==> src/rtl/frame_sync_deser.sv <==
// -----------------------------------------------------------------------------
// frame_sync_deser
//
// Recovers frame alignment on a descrambled serial bit stream by hunting for a
// fixed sync word, confirms the alignment over LOCK_CNT consecutive frames,
// then packs the payload of every frame into bytes (first received bit lands
// in bit 7). Isolated sync misses are flywheeled; UNLOCK_CNT consecutive
// misses drop lock and restart the hunt.
//
// Frame layout: SYNC_W sync bits, then FRAME_BYTES*8 payload bits.
//
// Ports
//   clk          in   1  clock, rising edge
//   rst          in   1  asynchronous active-high reset
//   bit_in       in   1  serial data bit
//   bit_valid    in   1  bit_in is sampled only when high
//   data_out     out  8  payload byte, first received bit in bit 7
//   data_valid   out  1  one-cycle strobe qualifying data_out
//   frame_start  out  1  high with data_valid for byte 0 of each frame
//   locked       out  1  frame alignment established
//   sync_err     out  1  one-cycle pulse on a sync miss while locked
// -----------------------------------------------------------------------------
module frame_sync_deser #(
  parameter int                SYNC_W      = 16,
  parameter logic [SYNC_W-1:0] SYNC_WORD   = 16'hF628,
  parameter int                FRAME_BYTES = 8,
  parameter int                LOCK_CNT    = 2,
  parameter int                UNLOCK_CNT  = 3
) (
  input  logic       clk,
  input  logic       rst,
  input  logic       bit_in,
  input  logic       bit_valid,
  output logic [7:0] data_out,
  output logic       data_valid,
  output logic       frame_start,
  output logic       locked,
  output logic       sync_err
);

  localparam int PAY_BITS = FRAME_BYTES * 8;
  localparam int BC_W     = $clog2(PAY_BITS);
  localparam int SC_W     = $clog2(SYNC_W);
  localparam int HIT_W    = $clog2(LOCK_CNT + 1);
  localparam int MISS_W   = $clog2(UNLOCK_CNT + 1);

  localparam logic [BC_W-1:0]   BC_LAST   = BC_W'(PAY_BITS - 1);
  localparam logic [BC_W:0]     BC_BYTE1  = (BC_W + 1)'(8);
  localparam logic [SC_W-1:0]   SC_LAST   = SC_W'(SYNC_W - 1);
  localparam logic [HIT_W-1:0]  HIT_LOCK  = HIT_W'(LOCK_CNT);
  localparam logic [MISS_W-1:0] MISS_DROP = MISS_W'(UNLOCK_CNT);

  typedef enum logic [1:0] {
    HUNT   = 2'd0,
    VERIFY = 2'd1,
    LOCKED = 2'd2
  } state_t;

  state_t              state_q,       state_d;
  logic [SYNC_W-2:0]   sr_q,          sr_d;
  logic [6:0]          byte_sr_q,     byte_sr_d;
  logic [BC_W-1:0]     bit_cnt_q,     bit_cnt_d;
  logic [SC_W-1:0]     sync_cnt_q,    sync_cnt_d;
  logic                in_sync_q,     in_sync_d;
  logic [HIT_W-1:0]    hits_q,        hits_d;
  logic [MISS_W-1:0]   misses_q,      misses_d;
  logic [7:0]          data_out_q,    data_out_d;
  logic                data_valid_q,  data_valid_d;
  logic                frame_start_q, frame_start_d;
  logic                locked_q,      locked_d;
  logic                sync_err_q,    sync_err_d;

  // The sync window holds only SYNC_W-1 past bits; the current bit completes it.
  logic [SYNC_W-1:0] win;
  logic              match;

  assign win   = {sr_q, bit_in};
  assign match = (win == SYNC_WORD);

  always_comb begin
    state_d       = state_q;
    sr_d          = sr_q;
    byte_sr_d     = byte_sr_q;
    bit_cnt_d     = bit_cnt_q;
    sync_cnt_d    = sync_cnt_q;
    in_sync_d     = in_sync_q;
    hits_d        = hits_q;
    misses_d      = misses_q;
    data_out_d    = data_out_q;
    data_valid_d  = 1'b0;
    frame_start_d = 1'b0;
    locked_d      = locked_q;
    sync_err_d    = 1'b0;

    if (bit_valid) begin
      sr_d      = win[SYNC_W-2:0];
      // Separate byte shifter so byte packing does not depend on SYNC_W >= 8.
      byte_sr_d = {byte_sr_q[5:0], bit_in};

      case (state_q)
        HUNT: begin
          // Sliding search on every valid bit; aliasing inside payload is
          // weeded out later by VERIFY.
          if (match) begin
            hits_d     = HIT_W'(1);
            misses_d   = '0;
            bit_cnt_d  = '0;
            sync_cnt_d = '0;
            in_sync_d  = 1'b0;
            if (LOCK_CNT == 1) begin
              state_d  = LOCKED;
              locked_d = 1'b1;
            end else begin
              state_d  = VERIFY;
            end
          end
        end

        default: begin
          if (!in_sync_q) begin
            // Payload field: bytes leave only once lock is confirmed.
            if (state_q == LOCKED && bit_cnt_q[2:0] == 3'd7) begin
              data_out_d    = {byte_sr_q, bit_in};
              data_valid_d  = 1'b1;
              frame_start_d = ({1'b0, bit_cnt_q} < BC_BYTE1);
            end
            if (bit_cnt_q == BC_LAST) begin
              bit_cnt_d  = '0;
              sync_cnt_d = '0;
              in_sync_d  = 1'b1;
            end else begin
              bit_cnt_d  = bit_cnt_q + BC_W'(1);
            end
          end else if (sync_cnt_q != SC_LAST) begin
            sync_cnt_d = sync_cnt_q + SC_W'(1);
          end else begin
            // Last sync bit: the window now holds exactly the sync field.
            sync_cnt_d = '0;
            bit_cnt_d  = '0;
            in_sync_d  = 1'b0;
            if (state_q == VERIFY) begin
              if (match) begin
                hits_d = hits_q + HIT_W'(1);
                if (hits_q + HIT_W'(1) == HIT_LOCK) begin
                  state_d  = LOCKED;
                  locked_d = 1'b1;
                end
              end else begin
                hits_d  = '0;
                state_d = HUNT;
              end
            end else begin
              if (match) begin
                misses_d = '0;
              end else begin
                sync_err_d = 1'b1;
                if (misses_q + MISS_W'(1) == MISS_DROP) begin
                  misses_d = '0;
                  hits_d   = '0;
                  locked_d = 1'b0;
                  state_d  = HUNT;
                end else begin
                  // Flywheel: keep the assumed alignment for the next frame.
                  misses_d = misses_q + MISS_W'(1);
                end
              end
            end
          end
        end
      endcase
    end
  end

  always_ff @(posedge clk or posedge rst) begin
    if (rst) begin
      state_q       <= HUNT;
      sr_q          <= '0;
      byte_sr_q     <= '0;
      bit_cnt_q     <= '0;
      sync_cnt_q    <= '0;
      in_sync_q     <= 1'b0;
      hits_q        <= '0;
      misses_q      <= '0;
      data_out_q    <= '0;
      data_valid_q  <= 1'b0;
      frame_start_q <= 1'b0;
      locked_q      <= 1'b0;
      sync_err_q    <= 1'b0;
    end else begin
      state_q       <= state_d;
      sr_q          <= sr_d;
      byte_sr_q     <= byte_sr_d;
      bit_cnt_q     <= bit_cnt_d;
      sync_cnt_q    <= sync_cnt_d;
      in_sync_q     <= in_sync_d;
      hits_q        <= hits_d;
      misses_q      <= misses_d;
      data_out_q    <= data_out_d;
      data_valid_q  <= data_valid_d;
      frame_start_q <= frame_start_d;
      locked_q      <= locked_d;
      sync_err_q    <= sync_err_d;
    end
  end

  assign data_out    = data_out_q;
  assign data_valid  = data_valid_q;
  assign frame_start = frame_start_q;
  assign locked      = locked_q;
  assign sync_err    = sync_err_q;

endmodule

==> config.mk <==
export PLATFORM = sky130hd
export DESIGN_NAME = frame_sync_deser
export DESIGN_NICKNAME = d
export VERILOG_FILES = /design/src/rtl/frame_sync_deser.sv
export SDC_FILE = /design/constraint.sdc
export NUM_CORES = 1
export LEC_CHECK = 0
export ABC_AREA = 1
export CORE_UTILIZATION = 52
export DETAILED_ROUTE_END_ITERATION = 7
export HOLD_SLACK_MARGIN = 0.12
export PLACE_DENSITY = 0.75
export REMOVE_ABC_BUFFERS = 1
export SLEW_MARGIN = 20
export SYNTH_ARGS = -nofsm -noshare
export SYNTH_HDL_FRONTEND = slang
export SYNTH_SLANG_ARGS = --single-unit
==> constraint.sdc <==
create_clock -name clk -period 1.3 [get_ports clk]
set_input_delay 0.26 -clock clk [delete_from_list [all_inputs] [get_ports clk]]
set_output_delay 0.26 -clock clk [all_outputs]
set_load 0.005 [all_outputs]
==> impl_metrics.csv <==
group,metric,value,unit
outcome,status,"complete, but fails checks",
outcome,violations,"negative setup slack",
route,drt-total-wl,6480,microns
route,route.antenna.remaining_nets,0,
sta,fmaxAchievable,0.638,GHz
yosys,synth_area_leader_cell,"sky130_fd_sc_hd__dfrtp_1",
floorplanning,die_height,67.4,microns
sta,finalSetupViolations,27,
clocking,cts_buffer_count,5,
global_route,total_gr_overflow,0,
layout,fin_cells,413,
floorplanning,die_w,67.4,microns
setup_path,worst_path_most_repeated_cell,"sky130_fd_sc_hd__nand2_2",
sta,fin_tns_setup,-5440,ps
setup_path,worst_reg2reg_path_endpoint,"state_q[0]$_DFFE_PP0P_",
power_and_ir_drop,power_leakage,1.67,nW
placement,placement.io_buffers,15,
global_route,antenna_violations_before_repair,0,
route,detail_route.iter0.violations,230,
setup_path,critical_path_required,1510,ps
yosys,syn-mean-instance-area,8.03,sq um
global_route,largest_net_degree_at_the_start_of_global_routing,45,
placement,dpl.hpwl,3270,microns
job,max_cap_viol_count,0,
yosys,syn-cell-area,2220,sq um
sta,drv_slew,0,
sta,hold_violations,0,
setup_path,slowest_stage,"sky130_fd_sc_hd__dfrtp_1",
setup_path,end_kind,"flip-flop",
layout,final_layout_size_suffix_gt1_frac,0.402,
sta,final.setup_skew,10.0,ps
yosys,yosys-top-cells-area,"sky130_fd_sc_hd__dfrtp_1 (49%), sky130_fd_sc_hd__nand2_1 (16%), sky130_fd_sc_hd__inv_1 (4.7%)",
setup_path,critical_path.max_stage_delay,410,ps
route,number_of_drc_violations_after_detailed_routing,0,
layout,antenna_cells_inserted,0,
setup_path,critical_path.cell_chain,"ha_4 > nand2_2 > nor2_4 > inv_4 > o22ai_4 > nand2_2 > nor2_4 > nand2_2 > nand2_1 > nand2_1",
yosys,netlist_instances,277,
route,route.detailed.wl_per_inst,15.7,microns
clocking,tritoncts_clock_tree,"yes",
layout,nNetsFinal,370,
setup_path,ff2ff_setup_slack,-270,ps
clocking,h-tree-depth,2,
clocking,clock_sinks,44,
sta,final.setup.worst_slack,-267,ps
yosys,yosysTopAreaCellShare,0.495,
setup_path,rr_startpoint,"sync_cnt_q[0]$_DFFE_PP0P_",
yosys,netlist-cell-type-count,26,
yosys,synth.ff_latch_count,44,
global_route,first_global_vias,1943,
route,detail_route.first_pass.iterations,7,
floorplanning,top_level_ports,16,
clocking,clk_transition_reported_paths,90,ps
setup_path,path_buf_inv,1,
power_and_ir_drop,pwr_density_cell,1070,nW/um^2
floorplanning,die_area,4540,sq um
clocking,worstSkewPairLatency,310,ps
yosys,synth_sequential_area_ratio,0.495,
placement,gp_congestion,0.830,
sta,grt_setup_unrepaired,"true",
global_route,global_route.usage.total,0.265,
setup_path,worst-r2r-cell-count,10,
power_and_ir_drop,vdd_drop_max,0.000789,V
yosys,synthesis_warnings,0,
route,detailroute.via_count,2237,
floorplanning,placement_rows,23,
sta,tightest_slew,343,ps
setup_path,path_max_fanout,4,
min_path,worstHoldPathType,"in -> async",
floorplanning,core,4060,sq um
floorplanning,initial_core_util,0.548,
sta,worst_slew_margin_rel,0.769,
global_route,grt_pass1_wl,8790,microns
placement,placed_cells,380,
setup_path,worst-endpoint-arrival,1780,ps
placement,dp_slack,-463,ps
setup_path,critical_path_class,"reg -> reg",
sta,timing.final.crit_period,1570,ps
setup_path,setup.worst_path.start,"sync_cnt_q[0]$_DFFE_PP0P_",
layout,layout-area-overhead-vs-synth,47.7,%
clocking,root_buffer_master,"sky130_fd_sc_hd__clkbuf_8",
route,drt-vias-per-instance,5.42,
sta,finalCritPeriodShare,1.21,
setup_path,timing.critical_path.from_type,"flip-flop",
setup_path,worst_path_dominant_cell_family,"simple AND/OR/NAND/NOR gates",
clocking,maximum_clock_path_buffer_count,2,
flip-flops by register name (all words and copies together), names as in the netlist:
signal       count
frame_start      1
locked           1
hits_q           2
sync_err         1
state_q          2
data_valid       1
in_sync_q        1
misses_q         2
sync_cnt_q       4
sr_q            15
bit_cnt_q        6
data_out         8
area by class of cell:
type,instances,area (sq um)
fill,229,772
sequential,44,1100
clock inverter,3,46.3
clock buffer,5,68.8
timing repair buffer,83,672
tap,50,62.6
multi-input combinational,192,1180
timing repair inverter,1,11.3
inverter,35,141
cells by family after synthesis:
group,count (synthesis),synth area share
and+or+nand+nor,163,0.345
DFF,44,0.495
buffers and inverters,41,0.0776
AOI/OAI and AO/OA,25,0.0596
adders and majority gates,4,0.0225
placed cells by master (no fill, tap or decap), types with 3 or more instances in the layout:
cell type / count
sky130_fd_sc_hd__o21ai_1: 14
sky130_fd_sc_hd__dlygate4sd2_1: 13
sky130_fd_sc_hd__buf_4: 63
sky130_fd_sc_hd__buf_6: 4
sky130_fd_sc_hd__ha_4: 3
sky130_fd_sc_hd__nor2_1: 10
sky130_fd_sc_hd__dfrtp_1: 44
sky130_fd_sc_hd__nand2_1: 74
sky130_fd_sc_hd__nand3_2: 5
sky130_fd_sc_hd__clkbuf_8: 5
sky130_fd_sc_hd__nor2_2: 7
sky130_fd_sc_hd__inv_1: 25
sky130_fd_sc_hd__nand3_1: 13
sky130_fd_sc_hd__o21ai_0: 8
sky130_fd_sc_hd__nand2_2: 21
sky130_fd_sc_hd__inv_2: 6
sky130_fd_sc_hd__nand4_1: 7
sky130_fd_sc_hd__nand2_4: 6
sky130_fd_sc_hd__nor2_4: 9
per-stage QoR:
| step | power (mW) | instance area, sq um | utilization | hold slack, ps |
|---|---|---|---|---|
| after global placement | 2.26 | 2740 | 0.675 | 455 |
| after floorplan | 1.93 | 2180 | - | 367 |
| after detailed placement | 2.28 | 2740 | 0.675 | 457 |
| after global routing | 3.66 | 3290 | 0.810 | 315 |
| after CTS | 3.42 | 3020 | 0.744 | 298 |
| final | 3.52 | 3290 | 0.810 | 284 |
power by group:
part           switching (mW)  internal, mW
combinational           0.411         0.353
clock                   0.531         0.579
sequential              0.128          1.52
metal layers:
metal,up-vias,track usage,part of all wire
met5,-,0,0
met4,0,0.0957,0.043
met3,32,0.0524,0.056
met2,104,0.455,0.50
met1,1063,0.327,0.40
li1,1038,-,-
how the worst max path moves through the flow:
stage / endpoint / slack (ps) / depth (start not counted)
5_1_grt: state_q[0]$_DFFE_PP0P_ / -330 / 10
3_5_place_dp: state_q[0]$_DFFE_PP0P_ / -460 / 11
3_3_place_gp: sync_cnt_q[1]$_DFFE_PP0P_ / -420 / 11
2_1_floorplan: state_q[1]$_DFFE_PP0P_ / -540 / 8
6_report: state_q[0]$_DFFE_PP0P_ / -270 / 10
4_1_cts: state_q[0]$_DFFE_PP0P_ / -180 / 10
cells in the mapped netlist (all sizes together):
cell type / instances
or2: 1
o21ai: 23
clkbuf: 3
nor4: 2
o22ai: 1
nor3: 5
nand3: 20
nand2: 101
nand4: 7
ha: 4
dfrtp: 44
a21oi: 1
buf: 3
inv: 35
nand3b: 1
nor2: 26
what timing repair did:
| action | CTS | global route |
|---|---|---|
| endpoints found under the setup margin | 39 | 27 |
| gates resized for setup | 40 | 51 |
| hold buffers | 0 | 0 |
| pin swaps | 22 | 21 |
| cloned | 0 | 1 |
| setup buffers | 13 | 12 |
worst reg2reg max path, delay by kind of cell (launching register included):
| kind | cells | cell delay (ps) |
|---|---|---|
| compound gates | 1 | 150 |
| fa+ha+maj | 1 | 160 |
| buf+inv | 1 | 80 |
| flops | 1 | 410 |
| simple gates | 7 | 670 |
No activity file was read; power rests on OpenSTA's default activity.
